===== config.mk =====
export PLATFORM = sky130hd
export DESIGN_NAME = ingress_drr_sched_flat
export DESIGN_NICKNAME = d
export VERILOG_FILES = /design/src/rtl/ingress_drr_sched_pkg.sv /design/src/rtl/ingress_drr_sched_if.sv /design/src/rtl/ingress_drr_sched.sv /design/src/flat_wrapper.sv
export SDC_FILE = /design/constraint.sdc
export NUM_CORES = 1
export LEC_CHECK = 0
export CORE_ASPECT_RATIO = 1.4
export CORE_MARGIN = 1.5
export CORE_UTILIZATION = 43
export DETAILED_ROUTE_END_ITERATION = 6
export PLACE_DENSITY = 0.81
export SYNTH_ARGS = -nofsm -noshare
export SYNTH_HDL_FRONTEND = slang
export SYNTH_SLANG_ARGS = --single-unit
export TNS_END_PERCENT = 10

===== constraint.sdc =====
create_clock -name clk_sys -period 4.7 [get_ports clk_sys]
set_clock_uncertainty 0.15 [all_clocks]
set_input_delay 0.47 -clock clk_sys [delete_from_list [all_inputs] [get_ports clk_sys]]
set_output_delay 0.47 -clock clk_sys [all_outputs]
set_load 0.02 [all_outputs]

===== src/rtl/ingress_drr_sched_pkg.sv =====
// Shared types and constants for the ingress deficit-round-robin scheduler.
// Holds the one-hot state encoding and the saturating deficit arithmetic.
package ingress_drr_sched_pkg;

    localparam int NPORT        = 4;
    localparam int LEN_W        = 13;
    localparam int DEF_W        = 14;
    localparam int TMO_W        = 14;
    localparam int PTR_W        = $clog2(NPORT);
    localparam int QUANTUM_DFLT = 1536;
    localparam int MAX_FRAME    = 1518;

    typedef enum logic [3:0] {
        S_IDLE  = 4'b0001,
        S_SCAN  = 4'b0010,
        S_GRANT = 4'b0100,
        S_WAIT  = 4'b1000
    } state_e;

    // Deficit accumulation clamps at all-ones instead of wrapping.
    function automatic logic [DEF_W-1:0] sat_add(input logic [DEF_W-1:0] a,
                                                  input logic [DEF_W-1:0] b);
        logic [DEF_W:0] s;
        s = {1'b0, a} + {1'b0, b};
        return s[DEF_W] ? {DEF_W{1'b1}} : s[DEF_W-1:0];
    endfunction

    function automatic logic [PTR_W-1:0] next_ptr(input logic [PTR_W-1:0] p);
        return (p == PTR_W'(NPORT - 1)) ? '0 : p + 1'b1;
    endfunction

endpackage


===== src/rtl/ingress_drr_sched_if.sv =====
// Request/grant bundle between the MAC ingress ports and the DRR scheduler.
// Handshake: the scheduler drives a one-hot grant with grant_vld on its first cycle and holds it
// until the mux pulses done for one cycle (or the watchdog fires); done with no grant is ignored.
interface ingress_drr_sched_if;
    import ingress_drr_sched_pkg::*;

    logic [NPORT-1:0]       req;
    logic [NPORT*LEN_W-1:0] hol_len;
    logic [NPORT-1:0]       port_en;
    logic                   bp;
    logic                   done;
    logic [NPORT-1:0]       grant;
    logic [PTR_W-1:0]       grant_bin;
    logic                   grant_vld;
    logic                   busy;
    logic                   tmo_err;

    modport master (
        output req, hol_len, port_en, bp, done,
        input  grant, grant_bin, grant_vld, busy, tmo_err
    );

    modport slave (
        input  req, hol_len, port_en, bp, done,
        output grant, grant_bin, grant_vld, busy, tmo_err
    );

endinterface


===== src/rtl/ingress_drr_sched.sv =====
// Byte-fair deficit-round-robin scheduler choosing which ingress port moves its next frame.
// One grant outstanding at a time; a watchdog drops the grant if done never arrives.
module ingress_drr_sched
    import ingress_drr_sched_pkg::*;
#(
    parameter int QUANTUM = QUANTUM_DFLT
) (
    input  logic                   clk_sys,
    input  logic                   rst_sys,
    ingress_drr_sched_if.slave     sched,
    output state_e                 dbg_state_o,
    output logic [PTR_W-1:0]       dbg_ptr_o,
    output logic [NPORT*DEF_W-1:0] dbg_deficit_o
);

    state_e            state_q, state_d;
    logic [PTR_W-1:0]  ptr_q, ptr_d;
    logic              fresh_q, fresh_d;
    logic [TMO_W-1:0]  wd_q, wd_d;
    logic [DEF_W-1:0]  deficit_w [NPORT];

    logic [NPORT-1:0]  elig;
    logic [LEN_W-1:0]  len_sel;
    logic [DEF_W-1:0]  credit;
    logic              fits;
    logic              def_we;
    logic [DEF_W-1:0]  def_wdata;
    logic              tmo_fire;
    logic              granting;

    assign elig     = sched.req & sched.port_en;
    assign len_sel  = sched.hol_len[ptr_q*LEN_W +: LEN_W];
    // Single credit path shared by all ports, steered by ptr.
    assign credit   = sat_add(deficit_w[ptr_q], fresh_q ? DEF_W'(QUANTUM) : '0);
    assign fits     = (credit >= DEF_W'(len_sel));

    for (genvar p = 0; p < NPORT; p++) begin : g_def
        logic [DEF_W-1:0] def_q;
        always_ff @(posedge clk_sys) begin
            if (rst_sys) begin
                def_q <= '0;
            end else if (def_we && (ptr_q == PTR_W'(p))) begin
                def_q <= def_wdata;
            end
        end
        assign deficit_w[p]                  = def_q;
        assign dbg_deficit_o[p*DEF_W +: DEF_W] = def_q;
    end

    always_ff @(posedge clk_sys) begin
        if (rst_sys) begin
            state_q <= S_IDLE;
            ptr_q   <= '0;
            fresh_q <= 1'b1;
            wd_q    <= '0;
        end else begin
            state_q <= state_d;
            ptr_q   <= ptr_d;
            fresh_q <= fresh_d;
            wd_q    <= wd_d;
        end
    end

    always_comb begin
        state_d   = state_q;
        ptr_d     = ptr_q;
        fresh_d   = fresh_q;
        wd_d      = wd_q;
        def_we    = 1'b0;
        def_wdata = '0;
        tmo_fire  = 1'b0;
        case (state_q)
            S_IDLE: begin
                if ((elig != '0) && !sched.bp) state_d = S_SCAN;
            end
            S_SCAN: begin
                def_we = 1'b1;
                if (!elig[ptr_q]) begin
                    def_wdata = '0;
                    ptr_d     = next_ptr(ptr_q);
                    fresh_d   = 1'b1;
                    if (elig == '0) state_d = S_IDLE;
                end else if (fits) begin
                    def_wdata = credit - DEF_W'(len_sel);
                    fresh_d   = 1'b0;
                    state_d   = S_GRANT;
                end else begin
                    def_wdata = credit;
                    ptr_d     = next_ptr(ptr_q);
                    fresh_d   = 1'b1;
                end
            end
            S_GRANT: begin
                wd_d    = '0;
                state_d = S_WAIT;
            end
            S_WAIT: begin
                // done takes priority over a simultaneous watchdog expiry.
                if (sched.done) begin
                    wd_d    = '0;
                    state_d = S_IDLE;
                end else if (&wd_q) begin
                    tmo_fire  = 1'b1;
                    wd_d      = '0;
                    def_we    = 1'b1;
                    def_wdata = '0;
                    ptr_d     = next_ptr(ptr_q);
                    fresh_d   = 1'b1;
                    state_d   = S_IDLE;
                end else begin
                    wd_d = wd_q + 1'b1;
                end
            end
            default: state_d = S_IDLE;
        endcase
    end

    assign granting        = (state_q == S_GRANT) || (state_q == S_WAIT);
    assign sched.grant     = granting ? ({{(NPORT-1){1'b0}}, 1'b1} << ptr_q) : '0;
    assign sched.grant_bin = granting ? ptr_q : '0;
    assign sched.grant_vld = (state_q == S_GRANT);
    assign sched.busy      = (state_q != S_IDLE);
    assign sched.tmo_err   = tmo_fire;

    assign dbg_state_o = state_q;
    assign dbg_ptr_o   = ptr_q;

endmodule


===== src/flat_wrapper.sv =====
// flat-port wrapper written by rule: the top's interface ports become plain ports
module ingress_drr_sched_flat import ingress_drr_sched_pkg::*;
#(
    parameter int QUANTUM = QUANTUM_DFLT
)
  (clk_sys, rst_sys, dbg_state_o, dbg_ptr_o, dbg_deficit_o, sched_req, sched_hol_len, sched_port_en, sched_bp, sched_done, sched_grant, sched_grant_bin, sched_grant_vld, sched_busy, sched_tmo_err);
  ingress_drr_sched_if sched_i ();
  input  logic clk_sys;
  input  logic rst_sys;
  output state_e dbg_state_o;
  output logic [PTR_W-1:0] dbg_ptr_o;
  output logic [NPORT*DEF_W-1:0] dbg_deficit_o;
  input wire logic [$bits(sched_i.req)-1:0] sched_req;
  input wire logic [$bits(sched_i.hol_len)-1:0] sched_hol_len;
  input wire logic [$bits(sched_i.port_en)-1:0] sched_port_en;
  input wire logic [$bits(sched_i.bp)-1:0] sched_bp;
  input wire logic [$bits(sched_i.done)-1:0] sched_done;
  output wire logic [$bits(sched_i.grant)-1:0] sched_grant;
  output wire logic [$bits(sched_i.grant_bin)-1:0] sched_grant_bin;
  output wire logic [$bits(sched_i.grant_vld)-1:0] sched_grant_vld;
  output wire logic [$bits(sched_i.busy)-1:0] sched_busy;
  output wire logic [$bits(sched_i.tmo_err)-1:0] sched_tmo_err;
  assign sched_i.req = sched_req;
  assign sched_i.hol_len = sched_hol_len;
  assign sched_i.port_en = sched_port_en;
  assign sched_i.bp = sched_bp;
  assign sched_i.done = sched_done;
  assign sched_grant = sched_i.grant;
  assign sched_grant_bin = sched_i.grant_bin;
  assign sched_grant_vld = sched_i.grant_vld;
  assign sched_busy = sched_i.busy;
  assign sched_tmo_err = sched_i.tmo_err;
  ingress_drr_sched #(.QUANTUM(QUANTUM)) u_core (.clk_sys(clk_sys), .rst_sys(rst_sys), .sched(sched_i), .dbg_state_o(dbg_state_o), .dbg_ptr_o(dbg_ptr_o), .dbg_deficit_o(dbg_deficit_o));
endmodule

==> results.toml, run 1 <==
[clocking]
clk_pin_slew_ns = 0.06
cts_setup_buffers = 0
hold_buffers = 0
cts_sinks = 77
cts_inserted_buffers = 9
clockBufferDepth = 2
cts.repair.resized = 0
tritoncts = "done"
cts-root-buf = "clkbuf_16"
h-tree-depth = 3
clock_latency_ns = 0.34

[detailed_routing]
drt_pass1_iterations = 4
wl_mm = 14.0
detail_route.vias_per_cell = 5.78
drtIter0Drc = 210
route.vias.total = 4252
wl_per_cell_um = 19.0
antenna_left = 0
drc = 0

[synth]
synthCells = 462
ys_warn_count = 0
synth.avg_cell_area_um2 = 9.83
synth.cell_area_mm2 = 0.00454
yosysSeqAreaShare = 0.340
synth_nets = 548
synth-edff-count = 0
ys_seq_elements = 77
synth_cell_types = 55
synth_flop_cell = "dfxtp_1"
ys_async_sr_fraction = 0

[die]
rows = 44
core_mm2 = 0.0103
ios = 135
die_height_um = 125
die_x_um = 89.8
start_util = 0.439
fp.dieArea_mm2 = 0.0112

[worst_hold_path]
hold_class = "reg2reg"
worstHoldPathCells = 2

[worst_setup_path]
worst-path-buf-inv = 0
cp_max_fo = 24
crit_arrival_ns = 4.54
cp_common_cell = "ha_1"
slowest_stage = "mux4_2"
crit_cells = 13
end_kind = "flop"
ff2ff_setup_slack_ns = 0.26
cp_cell_sequence = "mux4_2, ha_1, a21o_1, and4_1, or2_2, ha_1, nand4_1, o31ai_1, o211ai_1, nand4b_4, nor2_1, a2111o_1, a211oi_1"
crit_family = "compound AO/OA/AOI/OAI gates"
crit_required_ns = 4.80
cpPeakStageDelay_ns = 0.55
worstRegToRegCells = 13
worstSetupPathType = "reg2reg"
start_kind = "flop"

[final_layout]
layout-area-overhead-vs-synth_pct = 39.3
drive_gt1_frac = 0.112
nFillCells = 890
final_nets = 679
multi_input_area_mm2 = 0.00281
diodes = 0
seqCellArea_mm2 = 0.00154

[pwr]
p_leak_nw = 2.35
p_per_area_mw_per_mm2 = 255
max-vdd-ir-drop_v = 0.000255

[sta]
fmax_ghz = 0.225
fin_crit_ns = 4.44
slew_viol_final = 0
final.period_utilization = 0.945
worst_pin_slew_ns = 1.02
relSlewSlack = 0.318
rsz0062_at_grt = "false"
hold_viol_final = 0
fin_hold_ws_ns = 0.342
setup_viol = 0
fin_setup_tns_ns = 0

[global_routing]
grt_first_pass_wirelength_mm = 22.6
met1_usage = 0.296
top_usage_layer = "met2"
grt_pass1_vias = 4430
track_usage = 0.255
grt_max_degree = 25
use_met3 = 0.0501
antenna_found_initial = 0
use_met2 = 0.448
grt-ovfl-total = 0

[place]
gp_congestion = 0.857
portBuffers = 134
dpl.hpwl_mm = 10.7

[run_status]
status = "complete, no violations"

[flow_run]
drv_cap = 0
[placed cells by master (no fill, tap or decap), types with 11 or more instances in the layout]
cell type and count:
clkdlybuf4s50_1 134, dfxtp_1 75, nor2_1 39, a22o_1 38
nand2_1 31, mux4_2 26, inv_1 23, a21oi_1 23
ha_1 20, o21ai_0 17, xnor2_1 11
[worst reg2reg max path, stage by stage (launching register included)]
cell      delay [ns]
dfxtp_2         0.39
mux4_2          0.55
ha_1            0.31
a21o_1          0.19
and4_1          0.28
or2_2           0.35
ha_1            0.39
nand4_1         0.16
o31ai_1         0.26
o211ai_1        0.19
nand4b_4        0.32
nor2_1          0.12
a2111o_1        0.43
a211oi_1        0.24
[state kept, by name, indices dropped and copies added (netlist names)]
signal,count
u_core.g_def.def_q,56
u_core.wd_q,14
u_core.dbg_state_o,4
u_core.dbg_ptr_o,2
u_core.fresh_q,1
[per-stage QoR]
step / setup slack, ns / std cells / total power [mW] / area (um2) / utilization
floorplan: 0.0160 / 462 / 0.815 / 4550 / -
global placement: 0.394 / 720 / 0.907 / 6010 / 0.581
detailed placement: 0.291 / 720 / 0.910 / 6010 / 0.581
CTS: 0.255 / 736 / 1.62 / 6320 / 0.611
global route: 0.0482 / 736 / 1.66 / 6320 / 0.611
finish: 0.259 / 736 / 1.61 / 6320 / 0.611
[cell usage after synthesis, types with 2 or more instances]
cell type | count | area, um2
xor2_1 | 8 | 70.1
buf_6 | 2 | 22.5
buf_2 | 5 | 25.0
dfxtp_1 | 77 | 1540
nand3b_1 | 8 | 60.1
a31oi_1 | 5 | 31.3
nand3_1 | 6 | 30.0
mux4_2 | 26 | 586
nand4_1 | 9 | 56.3
mux4_1 | 2 | 52.6
fa_1 | 2 | 40.0
nand2_1 | 31 | 116
o21a_1 | 5 | 37.5
and2_1 | 9 | 56.3
a21o_1 | 6 | 45.0
xnor2_1 | 11 | 96.3
clkbuf_1 | 11 | 41.3
o31ai_1 | 5 | 37.5
nor3_1 | 7 | 35.0
nor2b_1 | 5 | 31.3
and3_1 | 3 | 18.8
inv_1 | 23 | 86.3
buf_1 | 3 | 11.3
nand2b_1 | 2 | 12.5
or2_2 | 7 | 43.8
o21ai_0 | 17 | 85.1
ha_1 | 20 | 250
a211o_1 | 2 | 17.5
mux2i_1 | 3 | 30.0
o211ai_1 | 4 | 30.0
a21oi_1 | 23 | 115
nor2_1 | 39 | 146
a22o_1 | 38 | 333
or3_1 | 5 | 31.3
or2_1 | 3 | 18.8
o2bb2ai_1 | 4 | 35.0
o41ai_1 | 4 | 35.0
mux2_2 | 4 | 45.0
a2111o_1 | 2 | 22.5
[report_power, final]
group / leakage [nW] / switching [mW] / internal, mW
clock: 0.152 / 0.262 / 0.453
sequential: 0.621 / 0.00489 / 0.656
combinational: 1.58 / 0.116 / 0.121
total: 2.35 / 0.382 / 1.23
[area by class of cell]
type                            count  area share
Multi-Input combinational cell    341       0.445
Sequential cell                    77       0.244
Timing Repair Buffer              141       0.221
Clock buffer                       13      0.0428
Tap cell                          138      0.0273
Inverter                           23      0.0137
Clock inverter                      3     0.00673
[metal layers]
metal / wire length, um / share of wire / vias to the layer above
li1: - / - / 2010
met1: 5520 / 0.39 / 2061
met2: 7200 / 0.51 / 150
met3: 872 / 0.062 / 31
met4: 412 / 0.029 / 0
met5: 0 / 0 / -
[kinds of logic (layout without fill, tap and decap cells)]
family / Yosys count / in the layout / share of synthesized area
adder cells (fa/ha/maj): 22 / 22 / 0.0639
flip-flops: 77 / 77 / 0.340
buffers and inverters: 44 / 180 / 0.0411
AO/OA/AOI/OAI: 124 / 124 / 0.199
AND/OR/NAND/NOR: 140 / 140 / 0.160
multiplexers: 36 / 36 / 0.160
XOR/XNOR: 19 / 19 / 0.0367
[final timing paths]
| check | startpoint | to |
|---|---|---|
| hold reg to reg | u_core.g_def[1].def_q[12] | u_core.g_def[1].def_q[12] |
| setup reg to reg | u_core.dbg_ptr_o[0] | u_core.g_def[3].def_q[9] |
| hold / removal | u_core.g_def[1].def_q[12] | u_core.g_def[1].def_q[12] |
| setup / recovery | u_core.dbg_ptr_o[0] | u_core.g_def[3].def_q[9] |
(Power assumes the default switching activity.)
==> inputs of run 2 (changes only) <==
==> constraint.sdc (replaced) <==
create_clock -name clk_sys -period 3.7 [get_ports clk_sys]
set_clock_uncertainty 0.15 [all_clocks]
set_input_delay 0.37 -clock clk_sys [delete_from_list [all_inputs] [get_ports clk_sys]]
set_output_delay 0.37 -clock clk_sys [all_outputs]
set_load 0.02 [all_outputs]
==> results.toml, run 2 (synthesis gave the netlist of run 1 again) <==
[worst_setup_path]
crit_required_ns = 3.78
cp_common_cell = "buf_6"
ff2ff_setup_slack_ns = -0.41
cp_cell_sequence = "mux4_2, ha_4, a21o_4, and4_4, buf_6, nor2_4, ha_4, inv_2, fa_2, nand3_2, a21o_1, a31o_2, nand4b_4, buf_6, buf_6, mux2_4, a22o_1"
cp_max_fo = 6
reg2reg_from = "u_core.dbg_ptr_o[0]"
slowest_stage = "mux4_2"
start_kind = "flop"
worstRegToRegCells = 17
r2r-end = "u_core.g_def[1].def_q[3]"
worstSetupPathType = "reg2reg"
cpPeakStageDelay_ns = 0.55
crit_arrival_ns = 4.19
end_kind = "flop"

[global_routing]
use_met3 = 0.0678
met1_usage = 0.314
grt_first_pass_wirelength_mm = 25.8
use_met2 = 0.521
top_usage_layer = "met2"
track_usage = 0.291
grt-ovfl-total = 0
grt_pass1_vias = 5073
antenna_found_initial = 0
grt_max_degree = 20

[place]
portBuffers = 134
dp_slack_ns = -0.524
gp_congestion = 0.918
dp_cells = 790
dpl.hpwl_mm = 11.8
placed_area_mm2 = 0.00667

[final_layout]
final_nets = 766
final_cells = 823
layout_common_cells = "clkdlybuf4s50_1 (134), buf_4 (83), dfxtp_1 (75), a22o_1 (38), nor2_1 (34)"
mostFrequentLayoutCell = "clkdlybuf4s50_1"
diodes = 0
layout-area-overhead-vs-synth_pct = 63.6
regMostFlops = "u_core.g_def.def_q"
drive_gt1_frac = 0.293
largest_reg_flops = 56
fin_area_mm2 = 0.00742

[die]
die_height_um = 125
ios = 135
core_mm2 = 0.0103
rows = 44
die_x_um = 89.8
fp.dieArea_mm2 = 0.0112
start_util = 0.439

[clocking]
hold_buffers = 0
tritoncts = "done"
clockBufferDepth = 2
clk_pin_slew_ns = 0.05
cts_sinks = 77
h-tree-depth = 3
cts-root-buf = "clkbuf_16"
cts_inserted_buffers = 9
clock_latency_ns = 0.34

[sta]
final.period_utilization = 1.11
fmax_ghz = 0.243
hold_viol_final = 0
relSlewSlack = 0.288
fin_crit_ns = 4.11
rsz0062_at_grt = "true"
setup_viol = 61
setup_slack_ns = -0.415
slew_viol_final = 0
worst_pin_slew_ns = 1.06

[detailed_routing]
drc = 0
antenna_left = 0
wl_per_cell_um = 20.4
route.vias.total = 4922
detail_route.vias_per_cell = 5.98
drtIter0Drc = 293
wl_mm = 16.8
drt_pass1_iterations = 5

[worst_hold_path]
worstHoldPathCells = 2
hold_class = "reg2reg"
hp-start = "u_core.wd_q[7]"
hold_end = "u_core.wd_q[7]"

[run_status]
violations = "negative setup slack"
status = "complete, but fails checks"

[pwr]
p_per_area_mw_per_mm2 = 277
max-vdd-ir-drop_v = 0.000261
p_leak_nw = 2.85

[flow_run]
drv_cap = 0
run 2: cell types whose count changed in the layout (fill, tap and decap cells not counted), moves of 8 or more:
cell / change
buf_6: +8
o21ai_0: -9
ha_1: -13
buf_4: +76
or2_4: +10
ha_4: +13
run 2: worst max-delay path by stage:
stage	startpoint	endpoint	slack, ns	cells after the start
global placement	u_core.dbg_ptr_o[0]	u_core.g_def[2].def_q[12]	-0.47	14
finish	u_core.dbg_ptr_o[0]	u_core.g_def[1].def_q[3]	-0.41	17
CTS	u_core.dbg_ptr_o[0]	u_core.g_def[1].def_q[7]	-0.25	16
detailed placement	u_core.dbg_ptr_o[0]	u_core.g_def[3].def_q[13]	-0.52	15
floorplan	u_core.dbg_ptr_o[0]	u_core.g_def[3].def_q[9]	-0.67	17
global route	u_core.dbg_ptr_o[0]	u_core.g_def[3].def_q[3]	-0.55	15
run 2: power breakdown:
group	internal [mW]	total, mW	switching [mW]	leakage, nW
logic	0.240	0.446	0.206	2.10
registers	0.834	0.839	0.00575	0.622
clock network	0.453	0.771	0.319	0.125
total	1.53	2.06	0.530	2.85
run 2: layout make-up:
cell class	count	area [um2]
multi-input cells	342	3260
clock inverters	2	10.0
clock buffers	14	244
inverters	23	86.3
fillers	722	2930
flip-flops and latches	77	1550
well taps	138	173
repair buffers	227	2100
run 2: what timing repair did:
item,4_1_cts,5_1_grt
cloned,2,0
pin swaps,30,16
setup buffers,10,9
gates resized for setup,60,21
endpoints found under the setup margin,61,61
run 2: routing by layer:
metal  vias up  part of all wire
li1       2178                 -
met1      2434              0.36
met3        62             0.075
met2       248              0.52
met5         -                 0
met4         0             0.043
run 2: worst max-delay path: cells and delay by family, from the launching register on:
family	cells	cell delay, ns
AO/OA/AOI/OAI	4	0.77
AND/OR/NAND/NOR	4	0.61
buffers and inverters	4	0.47
multiplexers	2	0.87
flip-flops	1	0.38
adder cells (fa/ha/maj)	3	0.76
run 2: through the flow:
| step | TNS (ns) | total power, mW | hold WS (ns) | utilization |
|---|---|---|---|---|
| finish | -19.00 | 2.06 | 0.350 | 0.717 |
| global route | -26.39 | 2.12 | 0.366 | 0.717 |
| CTS | -10.43 | 2.02 | 0.342 | 0.704 |
| detailed placement | -25.89 | 1.21 | 0.337 | 0.644 |
| global placement | -18.14 | 1.20 | 0.314 | 0.644 |
| floorplan | -32.47 | 1.05 | 0.303 | - |
==> inputs of run 3 (changes only) <==
--- a/config.mk
+++ b/config.mk
@@ -7,9 +7,10 @@
 export LEC_CHECK = 0
 export CORE_ASPECT_RATIO = 1.4
 export CORE_MARGIN = 1.5
-export CORE_UTILIZATION = 43
+export CORE_UTILIZATION = 52
 export DETAILED_ROUTE_END_ITERATION = 6
-export PLACE_DENSITY = 0.81
+export PLACE_DENSITY = 0.91
+export SKIP_CTS_REPAIR_TIMING = 1
 export SYNTH_ARGS = -nofsm -noshare
 export SYNTH_HDL_FRONTEND = slang
 export SYNTH_SLANG_ARGS = --single-unit
==> constraint.sdc (replaced) <==
create_clock -name clk_sys -period 5.31 [get_ports clk_sys]
set_clock_uncertainty 0.15 [all_clocks]
set_input_delay 0.531 -clock clk_sys [delete_from_list [all_inputs] [get_ports clk_sys]]
set_output_delay 0.531 -clock clk_sys [all_outputs]
set_load 0.02 [all_outputs]
==> results.toml, run 3 (synthesis gave the netlist of run 1 again) <==
[run_status]
status = "complete, no violations"

[flow_run]
drv_cap = 0

[detailed_routing]
route.vias.total = 4563
drt_pass1_iterations = 5
detail_route.vias_per_cell = 6.51
drc = 0
wl_per_cell_um = 21.6
drtIter0Drc = 388
antenna_left = 0
wl_mm = 15.2

[sta]
worst_pin_slew_ns = 1.05
slew_viol_final = 0
final.period_utilization = 0.894
fmax_ghz = 0.211
rsz0062_at_grt = "false"
fin_setup_tns_ns = 0
fin_crit_ns = 4.75
relSlewSlack = 0.294
hold_viol_final = 0
fin_hold_ws_ns = 0.339
setup_viol = 0

[pwr]
max-vdd-ir-drop_v = 0.000207
p_leak_nw = 2.35
p_per_area_mw_per_mm2 = 232
p_total_mw = 1.45

[global_routing]
track_usage = 0.328
grt_max_degree = 29
grt_first_pass_wirelength_mm = 23.1
grt-ovfl-total = 0
grt_pass1_vias = 4600
antenna_found_initial = 0

[worst_setup_path]
crit_arrival_ns = 4.83
start_kind = "flop"
cp_max_fo = 24
crit_required_ns = 5.39
worstSetupPathType = "reg2reg"
end_kind = "flop"

[clocking]
tritoncts = "done"
clockBufferDepth = 2
cts-root-buf = "clkbuf_16"
clk_pin_slew_ns = 0.06
h-tree-depth = 3
clock_latency_ns = 0.33
cts_inserted_buffers = 9
cts_sinks = 77

[die]
die_height_um = 114
rows = 40
ios = 135
die_x_um = 82.0
core_mm2 = 0.00851
fp.dieArea_mm2 = 0.00931
start_util = 0.534

[final_layout]
layout-area-overhead-vs-synth_pct = 38.2
diodes = 0
mostFrequentLayoutCell = "clkdlybuf4s50_1"
largest_reg_flops = 56
regMostFlops = "u_core.g_def.def_q"
post-route-util = 0.737
drive_gt1_frac = 0.107
layout_common_cells = "clkdlybuf4s50_1 (134), dfxtp_1 (76), nor2_1 (39), a22o_1 (38), nand2_1 (31)"
final_nets = 678
nFillCells = 582
final_cells = 701

[place]
gp_congestion = 1.05
portBuffers = 134
dp_cells = 686
dpl.hpwl_mm = 10.6

[worst_hold_path]
hold_class = "reg2reg"
## run 3: area by class of cell
class / instances / area (um2) / area share
Inverter: 23 / 86.3 / 0.0138
Multi-Input combinational cell: 341 / 2810 / 0.448
Clock inverter: 4 / 72.6 / 0.0116
Clock buffer: 11 / 243 / 0.0387
Tap cell: 105 / 131 / 0.0209
Sequential cell: 77 / 1540 / 0.246
Timing Repair Buffer: 140 / 1390 / 0.221
## run 3: metrics by stage
| step | instance area [um2] | setup slack [ns] |
|---|---|---|
| CTS | 6270 | 0.629 |
| finish | 6270 | 0.561 |
| floorplan | 4540 | 0.0266 |
| global route | 6270 | 0.413 |
| detailed placement | 5960 | 0.733 |
| global placement | 5960 | 0.845 |
## run 3: path summary, 6_finish.rpt
path                                               start                       end  slack (ns)  depth (start not counted)
worst max-delay path                 u_core.dbg_ptr_o[0]  u_core.g_def[0].def_q[9]        0.56                         13
worst min-delay path            u_core.g_def[0].def_q[1]  u_core.g_def[0].def_q[1]        0.34                          1
worst max register to register       u_core.dbg_ptr_o[0]  u_core.g_def[0].def_q[9]        0.56                         13
worst min register to register  u_core.g_def[0].def_q[1]  u_core.g_def[0].def_q[1]        0.34                          1
## run 3: per-layer routing
layer | up-vias | GRT usage | share of wire
met3 | 88 | 0.0656 | 0.078
met5 | - | 0 | 0
met4 | 0 | 0.210 | 0.056
met1 | 2192 | 0.369 | 0.36
li1 | 1996 | - | -
met2 | 287 | 0.552 | 0.51
## run 3: where the power goes
group | switching (mW) | leakage, nW | internal [mW]
Sequential | 0.00399 | 0.621 | 0.581
Combinational | 0.110 | 1.57 | 0.107
Clock | 0.230 | 0.152 | 0.421
## run 3: critical path: stages (launching register included)
cell	delay [ns]
dfxtp_2	0.35
buf_4	0.24
mux4_2	0.58
ha_1	0.33
a21o_1	0.20
and4_1	0.28
or2_2	0.37
fa_1	0.47
nand3_1	0.16
a21o_1	0.17
a31o_2	0.18
nand4b_4	0.36
a2111o_1	0.54
a211oi_2	0.25
